$ cat config.mk
export PLATFORM = sky130hd
export DESIGN_NAME = stereo_dsp_sequencer
export DESIGN_NICKNAME = d
export VERILOG_FILES = /design/src/rtl/stereo_dsp_sequencer.sv
export SDC_FILE = /design/constraint.sdc
export NUM_CORES = 1
export LEC_CHECK = 0
export ABC_AREA = 1
export CAP_MARGIN = 10
export CORE_ASPECT_RATIO = 1.2
export CORE_MARGIN = 3
export CORE_UTILIZATION = 47
export CTS_CLUSTER_DIAMETER = 30
export DETAILED_ROUTE_END_ITERATION = 12
export GPL_ROUTABILITY_DRIVEN = 0
export PLACE_DENSITY = 0.67
export SETUP_SLACK_MARGIN = 0.15
export SLEW_MARGIN = 20
export SYNTH_ARGS = -nofsm -noshare
export SYNTH_HDL_FRONTEND = slang
export SYNTH_SLANG_ARGS = --single-unit
export TNS_END_PERCENT = 100
$ cat constraint.sdc
create_clock -name Sclk -period 1.7 [get_ports Sclk]
set_clock_uncertainty 0.1 [all_clocks]
set_input_delay 0.34 -clock Sclk [delete_from_list [all_inputs] [get_ports Sclk]]
set_output_delay 0.34 -clock Sclk [all_outputs]
set_load 0.01 [all_outputs]
$ cat src/rtl/stereo_dsp_sequencer.sv
// Stereo filter sequencer: clears sample memory, loads rj/coeff words,
// then paces per-sample writes and L/R ALU starts, with sleep and flush.
module stereo_dsp_sequencer #(
  parameter int RJ_COUNT    = 16,
  parameter int COEFF_COUNT = 512,
  parameter int DATA_DEPTH  = 256,
  parameter int ZERO_LIMIT  = 800
) (
  input  logic                           Sclk,
  input  logic                           uni_reset,
  input  logic                           word_valid,
  input  logic                           all_zero,
  input  logic                           flush,
  input  logic                           alu_finish_L,
  input  logic                           alu_finish_R,
  output logic                           rj_we,
  output logic [$clog2(RJ_COUNT)-1:0]    rj_addr,
  output logic                           coeff_we,
  output logic [$clog2(COEFF_COUNT)-1:0] coeff_addr,
  output logic                           data_we,
  output logic                           data_clear,
  output logic [$clog2(DATA_DEPTH)-1:0]  data_addr,
  output logic                           alu_start,
  output logic                           sleep_flag,
  output logic                           overrun,
  output logic [2:0]                     state_dbg
);

  localparam int RAW = $clog2(RJ_COUNT);
  localparam int CAW = $clog2(COEFF_COUNT);
  localparam int DAW = $clog2(DATA_DEPTH);
  localparam int ZW  = $clog2(ZERO_LIMIT + 1);

  localparam logic [RAW-1:0] RLAST = RAW'(RJ_COUNT - 1);
  localparam logic [CAW-1:0] CLAST = CAW'(COEFF_COUNT - 1);
  localparam logic [DAW-1:0] DLAST = DAW'(DATA_DEPTH - 1);
  localparam logic [ZW-1:0]  ZMAX  = ZW'(ZERO_LIMIT);

  typedef enum logic [2:0] {
    INIT       = 3'd0,
    LOAD_RJ    = 3'd1,
    LOAD_COEFF = 3'd2,
    WORK       = 3'd3,
    SLEEP      = 3'd4,
    CLEAR      = 3'd5
  } state_t;

  state_t         state, state_n;
  logic           data_we_n, data_clear_n;
  logic [DAW-1:0] data_addr_n;
  logic           rj_we_n, coeff_we_n;
  logic [RAW-1:0] rj_addr_n;
  logic [CAW-1:0] coeff_addr_n;
  logic           alu_start_n, sleep_flag_n, overrun_n;

  // start_pend: word written, start goes out next cycle
  logic           start_pend, start_pend_n;
  logic           alu_busy, alu_busy_n;
  logic           seen_l, seen_l_n;
  logic           seen_r, seen_r_n;
  logic [ZW-1:0]  zcnt, zcnt_n;
  // sarm: two-stage delay so SLEEP follows the limit word's start
  logic [1:0]     sarm, sarm_n;
  // flush_req: flush pulse held until the ALUs go idle
  logic           flush_req, flush_req_n;

  logic           busy_any;
  logic           done_l, done_r;
  logic           take, go_clear;

  assign busy_any  = alu_busy | start_pend;
  assign done_l    = seen_l | alu_finish_L;
  assign done_r    = seen_r | alu_finish_R;
  assign state_dbg = state;

  // State register and all registered outputs
  always_ff @(posedge Sclk) begin
    if (uni_reset) begin
      state      <= INIT;
      data_we    <= 1'b0;
      data_clear <= 1'b0;
      data_addr  <= '0;
      rj_we      <= 1'b0;
      rj_addr    <= '0;
      coeff_we   <= 1'b0;
      coeff_addr <= '0;
      alu_start  <= 1'b0;
      sleep_flag <= 1'b0;
      overrun    <= 1'b0;
      start_pend <= 1'b0;
      alu_busy   <= 1'b0;
      seen_l     <= 1'b0;
      seen_r     <= 1'b0;
      zcnt       <= '0;
      sarm       <= '0;
      flush_req  <= 1'b0;
    end else begin
      state      <= state_n;
      data_we    <= data_we_n;
      data_clear <= data_clear_n;
      data_addr  <= data_addr_n;
      rj_we      <= rj_we_n;
      rj_addr    <= rj_addr_n;
      coeff_we   <= coeff_we_n;
      coeff_addr <= coeff_addr_n;
      alu_start  <= alu_start_n;
      sleep_flag <= sleep_flag_n;
      overrun    <= overrun_n;
      start_pend <= start_pend_n;
      alu_busy   <= alu_busy_n;
      seen_l     <= seen_l_n;
      seen_r     <= seen_r_n;
      zcnt       <= zcnt_n;
      sarm       <= sarm_n;
      flush_req  <= flush_req_n;
    end
  end

  // Next-state, strobes and address stepping
  always_comb begin
    state_n      = state;
    data_we_n    = 1'b0;
    data_clear_n = 1'b0;
    // addresses advance the cycle after their write strobe
    data_addr_n  = data_addr + DAW'(data_we);
    rj_we_n      = 1'b0;
    rj_addr_n    = rj_addr + RAW'(rj_we);
    coeff_we_n   = 1'b0;
    coeff_addr_n = coeff_addr + CAW'(coeff_we);
    alu_start_n  = start_pend;
    start_pend_n = 1'b0;
    overrun_n    = overrun;
    zcnt_n       = zcnt;
    sarm_n       = {sarm[0], 1'b0};
    flush_req_n  = flush_req;
    alu_busy_n   = alu_busy;
    seen_l_n     = seen_l;
    seen_r_n     = seen_r;
    take         = 1'b0;
    go_clear     = 1'b0;

    if (alu_busy) begin
      if (done_l && done_r) begin
        alu_busy_n = 1'b0;
        seen_l_n   = 1'b0;
        seen_r_n   = 1'b0;
      end else begin
        seen_l_n = done_l;
        seen_r_n = done_r;
      end
    end
    if (start_pend) alu_busy_n = 1'b1;

    case (state)
      INIT: begin
        if (data_we && data_addr == DLAST) begin
          state_n = LOAD_RJ;
        end else begin
          data_we_n    = 1'b1;
          data_clear_n = 1'b1;
        end
      end
      LOAD_RJ: begin
        if (word_valid) begin
          rj_we_n = 1'b1;
          if (rj_addr_n == RLAST) state_n = LOAD_COEFF;
        end
      end
      LOAD_COEFF: begin
        if (word_valid) begin
          coeff_we_n = 1'b1;
          if (coeff_addr_n == CLAST) state_n = WORK;
        end
      end
      WORK: begin
        if (flush || flush_req) begin
          if (busy_any) flush_req_n = 1'b1;
          else go_clear = 1'b1;
        end else begin
          if (word_valid) begin
            take = 1'b1;
            if (all_zero) begin
              if (zcnt != ZMAX) begin
                zcnt_n = zcnt + 1'b1;
                if (zcnt == ZMAX - 1'b1) sarm_n[0] = 1'b1;
              end
            end else begin
              zcnt_n = '0;
            end
          end
          if (sarm[1]) state_n = SLEEP;
        end
      end
      SLEEP: begin
        if (flush || flush_req) begin
          if (busy_any) flush_req_n = 1'b1;
          else go_clear = 1'b1;
        end else if (word_valid && !all_zero) begin
          take    = 1'b1;
          zcnt_n  = '0;
          state_n = WORK;
        end
      end
      CLEAR: begin
        if (data_we && data_addr == DLAST) begin
          zcnt_n      = '0;
          flush_req_n = 1'b0;
          if (!flush) state_n = WORK;
        end else begin
          data_we_n    = 1'b1;
          data_clear_n = 1'b1;
        end
      end
      default: state_n = INIT;
    endcase

    if (take) begin
      data_we_n = 1'b1;
      if (busy_any) overrun_n = 1'b1;
      else start_pend_n = 1'b1;
    end

    if (go_clear) begin
      state_n     = CLEAR;
      data_addr_n = '0;
      flush_req_n = 1'b0;
      sarm_n      = '0;
      zcnt_n      = '0;
    end

    sleep_flag_n = (state_n == SLEEP);
  end

endmodule

==> impl_metrics.yaml <==
setup_path:
  cpMaxStageDelayCell: "dfxtp_4"
  cp.required_ns: 1.85
  worstSetupStartpointType: "flip-flop"
  max_stage_delay_ns: 0.36
  critical_path_arrival_ns: 1.77
  crit_top_cell: "nand2_1"
  path_cells: "ha_4 -> ha_4 -> nand2_4 -> inv_2 -> nor2_2 -> nand2_1 -> nor2_1 -> nand2_1 -> nor2_2 -> nand2_2 -> nand3_2 -> nand2_1 -> inv_1"
  crit_type: "reg2reg"
  endpoint_kind: "flip-flop"
  critPathMaxFanout: 3
clocking:
  hold_buffers: 0
  clkSinkCount: 48
  cts_buffers: 5
  h-tree-depth: 2
  cts_tree: "done"
  clock_path_buffers: 2
  clk_latency_ns: 0.30
  root_buffer: "clkbuf_8"
  path_clk_slew_ns: 0.08
detailed_routing:
  vias_per_cell: 5.07
  route.detailed.drc: 0
  vias: 2530
  ant_nets: 0
  first_pass_iters: 4
  wire_per_inst_um: 12.2
  drt_iter0_drc: 140
  wl_mm: 6.10
logic_synthesis:
  synth_edf_count: 0
  synth_area_per_cell_um2: 6.73
  async_flop_share: 0
  synthesis.nets: 385
  yosysSeqAreaShare: 0.387
  syn_inst: 369
  synth_top_flop_cell: "dfxtp_1"
  yosys_warnings: 0
  synth_area_um2: 2480
  ys_types: 33
  ys_ff_latch: 48
grt:
  antenna_found_initial: 0
  overflow: 0
  grt_start_max_net_pins: 15
  grt_pass1_vias: 2397
  grt_pass1_wl_mm: 10.2
  track_usage: 0.204
placement:
  place_ws_ns: -0.275
  dpl.hpwl_mm: 4.26
  port_buffers: 37
floorplan:
  core-area_um2: 5010
  dieArea_um2: 6200
  std_cell_rows: 28
  pin_count: 38
  die_h_um: 85.7
  die_w_um: 72.4
  start_util: 0.496
layout:
  diodes: 0
  fin_util: 0.686
  n_fill_cell: 443
  final_common_cell: "nand2_1"
  nets: 454
  mostFrequentLayoutCells: "85 x nand2_1, 50 x nor2_1, 37 x inv_1"
  area_delta_synth_final_pct: 38.2
  drive_gt1_frac: 0.264
pwr:
  leakagePower_nw: 1.49
  peakVddDrop_uv: 327
  p_per_area_nw_per_um2: 598
outcome:
  outcome: "completed"
sta:
  worstMarginPinSlew_ns: 0.274
  finalHoldViolations: 0
  timing.fmax_mhz: 619
  finalCritPeriodShare: 0.950
  slew_violations: 0
  slew_headroom: 0.817
  setup_violations: 0
  rsz0062_at_grt: "yes"
  fin_ws_ns: 0.0842
  period_minus_slack_ns: 1.62
worst_hold_path:
  min_path_type: "reg2reg"
job:
  timing.max_cap.violations: 0
-- registers in the layout, summed over array words and instances, names as in the netlist, 2 cells and up --
register / cells
sarm: 2
state_dbg: 3
coeff_addr: 9
data_addr: 8
zcnt: 10
rj_addr: 4
-- critical path: cells and delay by family, from the launching register on --
family / cells / cell delay [ns]
DFF: 1 / 0.36
and+or+nand+nor: 9 / 0.68
buffers and inverters: 2 / 0.10
adders and majority gates: 2 / 0.33
-- area by class of cell --
class,instances,area (µm²),share of cell area
Timing Repair Buffer,66,547,0.159
Tap cell,60,75.1,0.0219
Sequential cell,48,990,0.288
Clock buffer,6,72.6,0.0211
Inverter,47,180,0.0525
Clock inverter,2,35.0,0.0102
Multi-Input combinational cell,270,1540,0.447
-- cell families (layout without fill, tap and decap cells) --
group | after synthesis | in the layout | synth area share
AO/OA/AOI/OAI | 33 | 33 | 0.0755
AND/OR/NAND/NOR | 220 | 222 | 0.383
flip-flops | 48 | 48 | 0.387
XOR/XNOR | 6 | 6 | 0.0212
adder cells (fa/ha/maj) | 9 | 9 | 0.0453
buffers and inverters | 53 | 121 | 0.0886
-- final timing paths --
check	from	end	slack, ns	cells past startpoint
worst min-delay path	sarm[0]$_SDFF_PP0_	sarm[1]$_SDFF_PP0_	0.34	2
worst max register to register	coeff_we$_SDFF_PP0_	state_dbg[0]$_SDFF_PP0_	0.08	13
worst max-delay path	coeff_we$_SDFF_PP0_	state_dbg[0]$_SDFF_PP0_	0.08	13
worst min register to register	sarm[0]$_SDFF_PP0_	sarm[1]$_SDFF_PP0_	0.34	2
-- through the flow --
stage | total power, mW | setup TNS (ns) | hold WS (ns) | instances | cell area [µm²]
6_report | 2.05 | 0 | 0.335 | 499 | 3430
3_5_place_dp | 1.28 | -5.02 | 0.305 | 484 | 3080
3_3_place_gp | 1.28 | -4.67 | 0.300 | 484 | 3080
2_1_floorplan | 1.21 | 0 | 0.294 | 369 | 2500
4_1_cts | 2.07 | 0 | 0.337 | 499 | 3330
5_1_grt | 2.14 | -0.0757 | 0.369 | 499 | 3430
-- layer usage --
layer	part of all wire	up-vias	GRT usage
li1	-	1310	-
met1	0.43	1156	0.247
met2	0.51	50	0.352
met3	0.032	14	0.0328
met4	0.024	0	0.0906
met5	0	-	0
-- timing repair --
item | in CTS | in global routing
buffers inserted | 5 | 0
gates cloned | 2 | 0
endpoints found under the setup margin | 49 | 25
gates resized for setup | 73 | 36
pin swaps | 15 | 8
-- power breakdown --
part	internal (mW)	leakage, nW	switching [mW]	total [mW]
Clock	0.437	0.0552	0.374	0.811
Combinational	0.0501	1.04	0.0641	0.114
Sequential	1.12	0.397	0.00466	1.13
Total	1.61	1.49	0.443	2.05
-- synth_stat cells (3+ instances only) --
cell / count / area (µm²)
a21oi_1: 16 / 80.1
dfxtp_1: 48 / 961
ha_1: 9 / 113
inv_1: 40 / 150
inv_2: 4 / 15.0
nand2_1: 95 / 357
nand2_2: 4 / 25.0
nand3_1: 29 / 145
nand4_1: 9 / 56.3
nor2_1: 64 / 240
nor3_1: 9 / 45.0
o21ai_0: 9 / 45.0
o21bai_1: 3 / 22.5
xnor2_1: 3 / 26.3
xor2_1: 3 / 26.3
No activity file was read; power rests on OpenSTA's default activity.
